### config.mk
export PLATFORM = sky130hd
export DESIGN_NAME = regfile_scoreboard
export DESIGN_NICKNAME = d
export VERILOG_FILES = /design/src/rtl/regfile_scoreboard_pkg.sv /design/src/rtl/regfile_scoreboard_sat_counter.sv /design/src/rtl/regfile_scoreboard.sv
export SDC_FILE = /design/constraint.sdc
export NUM_CORES = 1
export LEC_CHECK = 0
export CORE_MARGIN = 2
export CORE_UTILIZATION = 52
export CTS_CLUSTER_SIZE = 24
export DETAILED_ROUTE_END_ITERATION = 8
export GPL_ROUTABILITY_DRIVEN = 0
export PLACE_DENSITY = 0.83
export SETUP_SLACK_MARGIN = 0.1
export SLEW_MARGIN = 20
export SYNTH_ARGS = -nofsm -noshare
export SYNTH_HDL_FRONTEND = slang
export SYNTH_HIERARCHICAL = 1
export SYNTH_SLANG_ARGS = --single-unit
### constraint.sdc
create_clock -name clk -period 4.4 [get_ports clk]
set_clock_uncertainty 0.15 [all_clocks]
set_input_delay 0.88 -clock clk [delete_from_list [all_inputs] [get_ports clk]]
set_output_delay 0.88 -clock clk [all_outputs]
set_load 0.03 [all_outputs]
### src/rtl/regfile_scoreboard_pkg.sv
// -----------------------------------------------------------------------------
// regfile_scoreboard_pkg
// Shared CPU constants for the register file and its issue scoreboard.
//   NUM_REGS   : number of architectural registers
//   REG_ADDR_W : register address width
//   DATA_W     : register data width
//   REG_ZERO   : hard-wired zero register address
// -----------------------------------------------------------------------------
package regfile_scoreboard_pkg;

    localparam int NUM_REGS   = 32;
    localparam int REG_ADDR_W = 5;
    localparam int DATA_W     = 32;

    localparam logic [REG_ADDR_W-1:0] REG_ZERO = 5'd0;

    // One-hot decode of a register address into a busy-vector mask.
    function automatic logic [NUM_REGS-1:0] reg_mask(input logic [REG_ADDR_W-1:0] addr);
        logic [NUM_REGS-1:0] m;
        m       = {NUM_REGS{1'b0}};
        m[addr] = 1'b1;
        return m;
    endfunction

endpackage

### src/rtl/regfile_scoreboard_sat_counter.sv
// -----------------------------------------------------------------------------
// sat_counter
// Up-counter that increments while en is high and sticks at all-ones.
// Ports:
//   clk   : clock, rising edge
//   rst   : asynchronous active-high reset, clears count
//   en    : increment request for this cycle
//   count : registered count value
// -----------------------------------------------------------------------------
module sat_counter #(
    parameter int W = 16
) (
    input  logic         clk,
    input  logic         rst,
    input  logic         en,
    output logic [W-1:0] count
);

    logic [W-1:0] count_r;
    logic         at_max_s;

    // Saturation detect.
    always_comb begin
        at_max_s = (count_r == {W{1'b1}});
    end

    // Count register; holds once all-ones is reached.
    always_ff @(posedge clk or posedge rst) begin
        if (rst) begin
            count_r <= {W{1'b0}};
        end else if (en && !at_max_s) begin
            count_r <= count_r + {{(W-1){1'b0}}, 1'b1};
        end else begin
            count_r <= count_r;
        end
    end

    assign count = count_r;

endmodule

### src/rtl/regfile_scoreboard.sv
// -----------------------------------------------------------------------------
// regfile_scoreboard
// Tracks in-flight register writes and holds issue until every source and
// destination register of the presented instruction is free. Because the
// register file has a registered read with no write-to-read bypass, a bit
// cleared by writeback in cycle N only unblocks issue in cycle N+1.
// Ports:
//   clk, rst                     : clock; asynchronous active-high reset
//   iss_valid / iss_ready        : issue handshake (iss_ready combinational)
//   iss_rs, iss_rt (+ _used)     : source registers and whether they are read
//   iss_rd, iss_rd_write         : destination register and write enable
//   wb_valid, wb_reg             : writeback commit
//   flush                        : cancel all in-flight writes
//   busy_vec                     : registered per-register pending-write bits
//   outstanding                  : registered popcount of busy_vec
//   stall_count                  : registered saturating stall-cycle counter
//   err_spurious_wb              : registered sticky spurious-writeback flag
// -----------------------------------------------------------------------------
module regfile_scoreboard
    import regfile_scoreboard_pkg::*;
#(
    parameter int MAX_OUTSTANDING = 4,
    parameter int STALL_CNT_W     = 16,
    localparam int OUT_W          = $clog2(MAX_OUTSTANDING + 1)
) (
    input  logic                   clk,
    input  logic                   rst,
    input  logic                   iss_valid,
    output logic                   iss_ready,
    input  logic [REG_ADDR_W-1:0]  iss_rs,
    input  logic [REG_ADDR_W-1:0]  iss_rt,
    input  logic                   iss_rs_used,
    input  logic                   iss_rt_used,
    input  logic [REG_ADDR_W-1:0]  iss_rd,
    input  logic                   iss_rd_write,
    input  logic                   wb_valid,
    input  logic [REG_ADDR_W-1:0]  wb_reg,
    input  logic                   flush,
    output logic [NUM_REGS-1:0]    busy_vec,
    output logic [OUT_W-1:0]       outstanding,
    output logic [STALL_CNT_W-1:0] stall_count,
    output logic                   err_spurious_wb
);

    localparam logic [OUT_W-1:0] OUT_MAX = OUT_W'(MAX_OUTSTANDING);

    logic [NUM_REGS-1:0] busy_r;
    logic [OUT_W-1:0]    outst_r;
    logic                err_r;

    logic                raw_rs_s;
    logic                raw_rt_s;
    logic                waw_s;
    logic                full_s;
    logic                ready_s;
    logic                accept_s;
    logic                set_s;
    logic                wb_act_s;
    logic                clr_s;
    logic                spur_s;
    logic                stall_s;
    logic [NUM_REGS-1:0] busy_nxt_s;
    logic [OUT_W-1:0]    outst_nxt_s;

    // Hazard detection and issue handshake; uses only registered busy state,
    // so a same-cycle writeback never unblocks the current cycle.
    always_comb begin
        raw_rs_s = iss_rs_used & busy_r[iss_rs];
        raw_rt_s = iss_rt_used & busy_r[iss_rt];
        waw_s    = iss_rd_write & busy_r[iss_rd];
        full_s   = (outst_r == OUT_MAX) & iss_rd_write & (iss_rd != REG_ZERO);
        ready_s  = ~flush & ~raw_rs_s & ~raw_rt_s & ~waw_s & ~full_s;
        accept_s = iss_valid & ready_s;
        stall_s  = iss_valid & ~ready_s & ~flush;
    end

    // Set/clear decode; writebacks to r0 are ignored entirely.
    always_comb begin
        set_s    = accept_s & iss_rd_write & (iss_rd != REG_ZERO);
        wb_act_s = wb_valid & ~flush & (wb_reg != REG_ZERO);
        clr_s    = wb_act_s & busy_r[wb_reg];
        spur_s   = wb_act_s & ~busy_r[wb_reg];
    end

    // Next busy vector and count; clear applied before set so set wins.
    always_comb begin
        busy_nxt_s  = busy_r;
        outst_nxt_s = outst_r;
        if (flush) begin
            busy_nxt_s  = {NUM_REGS{1'b0}};
            outst_nxt_s = {OUT_W{1'b0}};
        end else begin
            if (clr_s) begin
                busy_nxt_s = busy_nxt_s & ~reg_mask(wb_reg);
            end else begin
                busy_nxt_s = busy_nxt_s;
            end
            if (set_s) begin
                busy_nxt_s = busy_nxt_s | reg_mask(iss_rd);
            end else begin
                busy_nxt_s = busy_nxt_s;
            end
            outst_nxt_s = outst_r + OUT_W'(set_s) - OUT_W'(clr_s);
        end
    end

    // Scoreboard state registers.
    always_ff @(posedge clk or posedge rst) begin
        if (rst) begin
            busy_r  <= {NUM_REGS{1'b0}};
            outst_r <= {OUT_W{1'b0}};
        end else begin
            busy_r  <= busy_nxt_s;
            outst_r <= outst_nxt_s;
        end
    end

    // Sticky spurious-writeback flag, cleared only by reset.
    always_ff @(posedge clk or posedge rst) begin
        if (rst) begin
            err_r <= 1'b0;
        end else if (spur_s) begin
            err_r <= 1'b1;
        end else begin
            err_r <= err_r;
        end
    end

    sat_counter #(
        .W (STALL_CNT_W)
    ) u_stall_cnt (
        .clk   (clk),
        .rst   (rst),
        .en    (stall_s),
        .count (stall_count)
    );

    assign iss_ready       = ready_s;
    assign busy_vec        = busy_r;
    assign outstanding     = outst_r;
    assign err_spurious_wb = err_r;

endmodule
==> metrics <==
critical path's largest stage delay=0.58 ns; Worst Reg-to-Reg Cells=12; CP Cell Sequence=clkdlybuf4s50_1, or4_1, o211ai_1, o311ai_0, and4b_1, o21ai_0, nor2_1, buf_4; Synth area leaders=dfrtp_1 (34%), mux4_2 (12%), o311ai_0 (7.4%); # setup viols final=0; Slew Limit Headroom=about three fifths; Syn Std Cell Area=0.00381 sq mm; start point of the critical path=iss_rd[3]; EDFF count, synth=0; layout cells sized above 1=14.9%; Ports=81; Post-Syn Instances=342; Final Critical Period=4.17 ns; Critical Path Start Type=primary input; Avg WL per Cell=23.0 um; ys async rst share=100%; drt initial violations=509; crit-path leading delay family=simple AND/OR/NAND/NOR gates; Synth Register Bits=52; VDD IR-drop max=slightly below 0.0003 V; Clock Sinks=52; library cells used by synthesis=54; clock share of power=between 20 and 30%; fin util=67.9%; HPWL Detailed=just under 9 mm; Crit path depth=8; vias per std cell=around 7; most numerous cell in the Yosys netlist=dfrtp_1; Worst-Margin Slew=approximately 0.6 ns; H-tree levels=2; syn_nets=374; r2r startpoint=busy_vec[6]; total CTS buffers=5; total gr overflow=0; Yosys top cell by area=dfrtp_1; net switching power=343 uW; final net count=454; row cnt=31; total die area=approximately 0.008 sq mm; WP buf/inv=2; port bufs=80; die width=89.6 um; Die Ht=89.6 um; # diodes=0; Remaining DRCs=0; part of the power in combinational logic=23.5%; RSZ-0062 raised after global routing=no; total of max-cap violations=0; worst hold-check path type=register to register; Final period util=94.7%; area of the core=0.00718 sq mm; Sw Ratio=30.4%; Fin. Hold Viols=0; fin. max-slew vios=0; vias in the first global route=3445; CP required=3.37 ns; most instantiated cells after synthesis=dfrtp_1 (52), o311ai_0 (32), o31ai_1 (31), nand2_1 (24), mux4_2 (20); largest net degree at the start of global routing=37; Power per Cell Area=about 230 mW/mm^2; worst setup path end=iss_ready; Syn-to-layout area delta=27.8%; sequential share of power=a little under half; initial antenna violation count=0; drt total wl=12.0 mm; Syn. warnings=6; kind of critical path=primary input to primary output; P_int=787 uW; FF-to-FF setup slack=0.97 ns; Worst path slowest cell=or4_1; Setup Fix Bufs, Post-CTS=0; fmax=0.240 GHz; drt pass-1 iters=8; Worst Path Max Fanout=8; status=completed; r2r endpoint=outstanding[2]; initial core utilization=between 50% and 60%; CTS clock-pin slew for the worst setup and hold paths=0.09 ns; via count=3644; CTS root buf=clkbuf_8; Lkg Pwr=0.00194 uW; Fillers=526; Worst Path Arrival=3.14 ns; Clock Latency Late Sink=0.31 ns; Yosys top cell area share=34.1%; first-pass GRT wire length=around 18 mm; Total GRT Usage=30.3%; sequential-to-total area share from yosys stat=between 30 and 40%; nature of the critical path endpoint=primary output; Routed Antenna Nets=0; setup_tns=0 ns; main flop type after synthesis=dfrtp_1; CTS tree=done; Avg Cell Area, Syn=11.1 sq um; Max Buffers Root-to-Sink=2
power by group through the flow:
stage | combinational, uW | sequential (uW) | clock [uW]
after floorplan | 118 | 572 | 0
after global placement | 260 | 538 | 0
after detailed placement | 264 | 541 | 0
after CTS | 266 | 532 | 337
after global routing | 284 | 536 | 361
final | 266 | 531 | 333
cells in the final DEF (no fill, tap or decap), types with 3 or more instances in the layout:
master	netlist	layout
clkdlybuf4s50_1	0	73
xnor2_1	14	14
nor2b_1	8	8
ha_1	3	3
o311ai_0	32	32
mux2_2	5	5
nand2b_1	6	6
dfrtp_1	52	52
mux4_1	8	8
nor3_1	4	4
and3_1	5	5
nor3b_1	3	3
o21ai_0	3	3
nand2_1	24	24
clkbuf_8	0	5
nand4_1	8	8
nor2_1	16	16
o31ai_1	31	31
mux4_2	20	20
a32oi_1	5	5
nand3_1	12	12
inv_1	11	11
buf_4	1	20
mux2i_1	11	11
dlymetal6s2s_1	0	4
timing repair:
| action | CTS | global route |
|---|---|---|
| hold buffers | 0 | 0 |
| resized for setup | 2 | 4 |
| endpoints found under the setup margin | 1 | 1 |
flip-flops by register name, indices dropped and copies added, names as in the netlist:
signal,count
outstanding,3
err_spurious_wb,1
busy_vec,32
u_stall_cnt/count,16
through the flow:
stage	hold WS, ns	total power (uW)	cell area (sq um)	setup slack [ns]	std cells
after floorplan	0.520	690	3810	0.336	342
after global placement	0.343	798	4750	0.00567	514
after detailed placement	0.361	805	4750	-0.0494	514
after CTS	0.384	1130	4860	0.137	522
after global routing	0.402	1180	4870	0.103	522
final	0.384	1130	4870	0.234	522
cell type report:
class	count	area, sq um	share of cell area, %
flip-flops and latches	52	1300	26.7
multi-input cells	251	2320	47.6
inverters	12	45.0	0.925
well taps	99	124	2.54
clock buffers	6	72.6	1.49
repair buffers	100	968	19.9
clock inverters	2	38.8	0.797
worst min path at each step:
stage	start	to	slack, ns	cells after the start
finish	err_spurious_wb	err_spurious_wb	0.38	1
global route	u_stall_cnt/count[15]	u_stall_cnt/count[15]	0.40	1
CTS	err_spurious_wb	err_spurious_wb	0.38	1
detailed placement	err_spurious_wb	err_spurious_wb	0.36	1
global placement	u_stall_cnt/count[15]	u_stall_cnt/count[15]	0.34	1
floorplan	u_stall_cnt/count[15]	u_stall_cnt/count[15]	0.52	1
metal layers:
| layer | share of wire (%) | GRT usage, % | wire (um) |
|---|---|---|---|
| met2 | 49 | 50.5 | 5860 |
| met3 | 11 | 5.21 | 1330 |
| met5 | 0 | 0 | 0 |
| met4 | 4.7 | 14.5 | 561 |
| met1 | 35 | 38.3 | 4270 |
cell families (layout without fill, tap and decap cells):
group	count (synthesis)	in the layout	synth area share (%)
and+or+nand+nor	102	102	15.3
AOI/OAI and AO/OA	85	85	18.5
DFF	52	52	34.1
muxes	45	45	22.1
buffers and inverters	39	120	4.99
xor gates and xnor gates	15	15	3.45
adders and majority gates	4	4	1.51
Note: power is estimated with default switching activity, not from simulation.
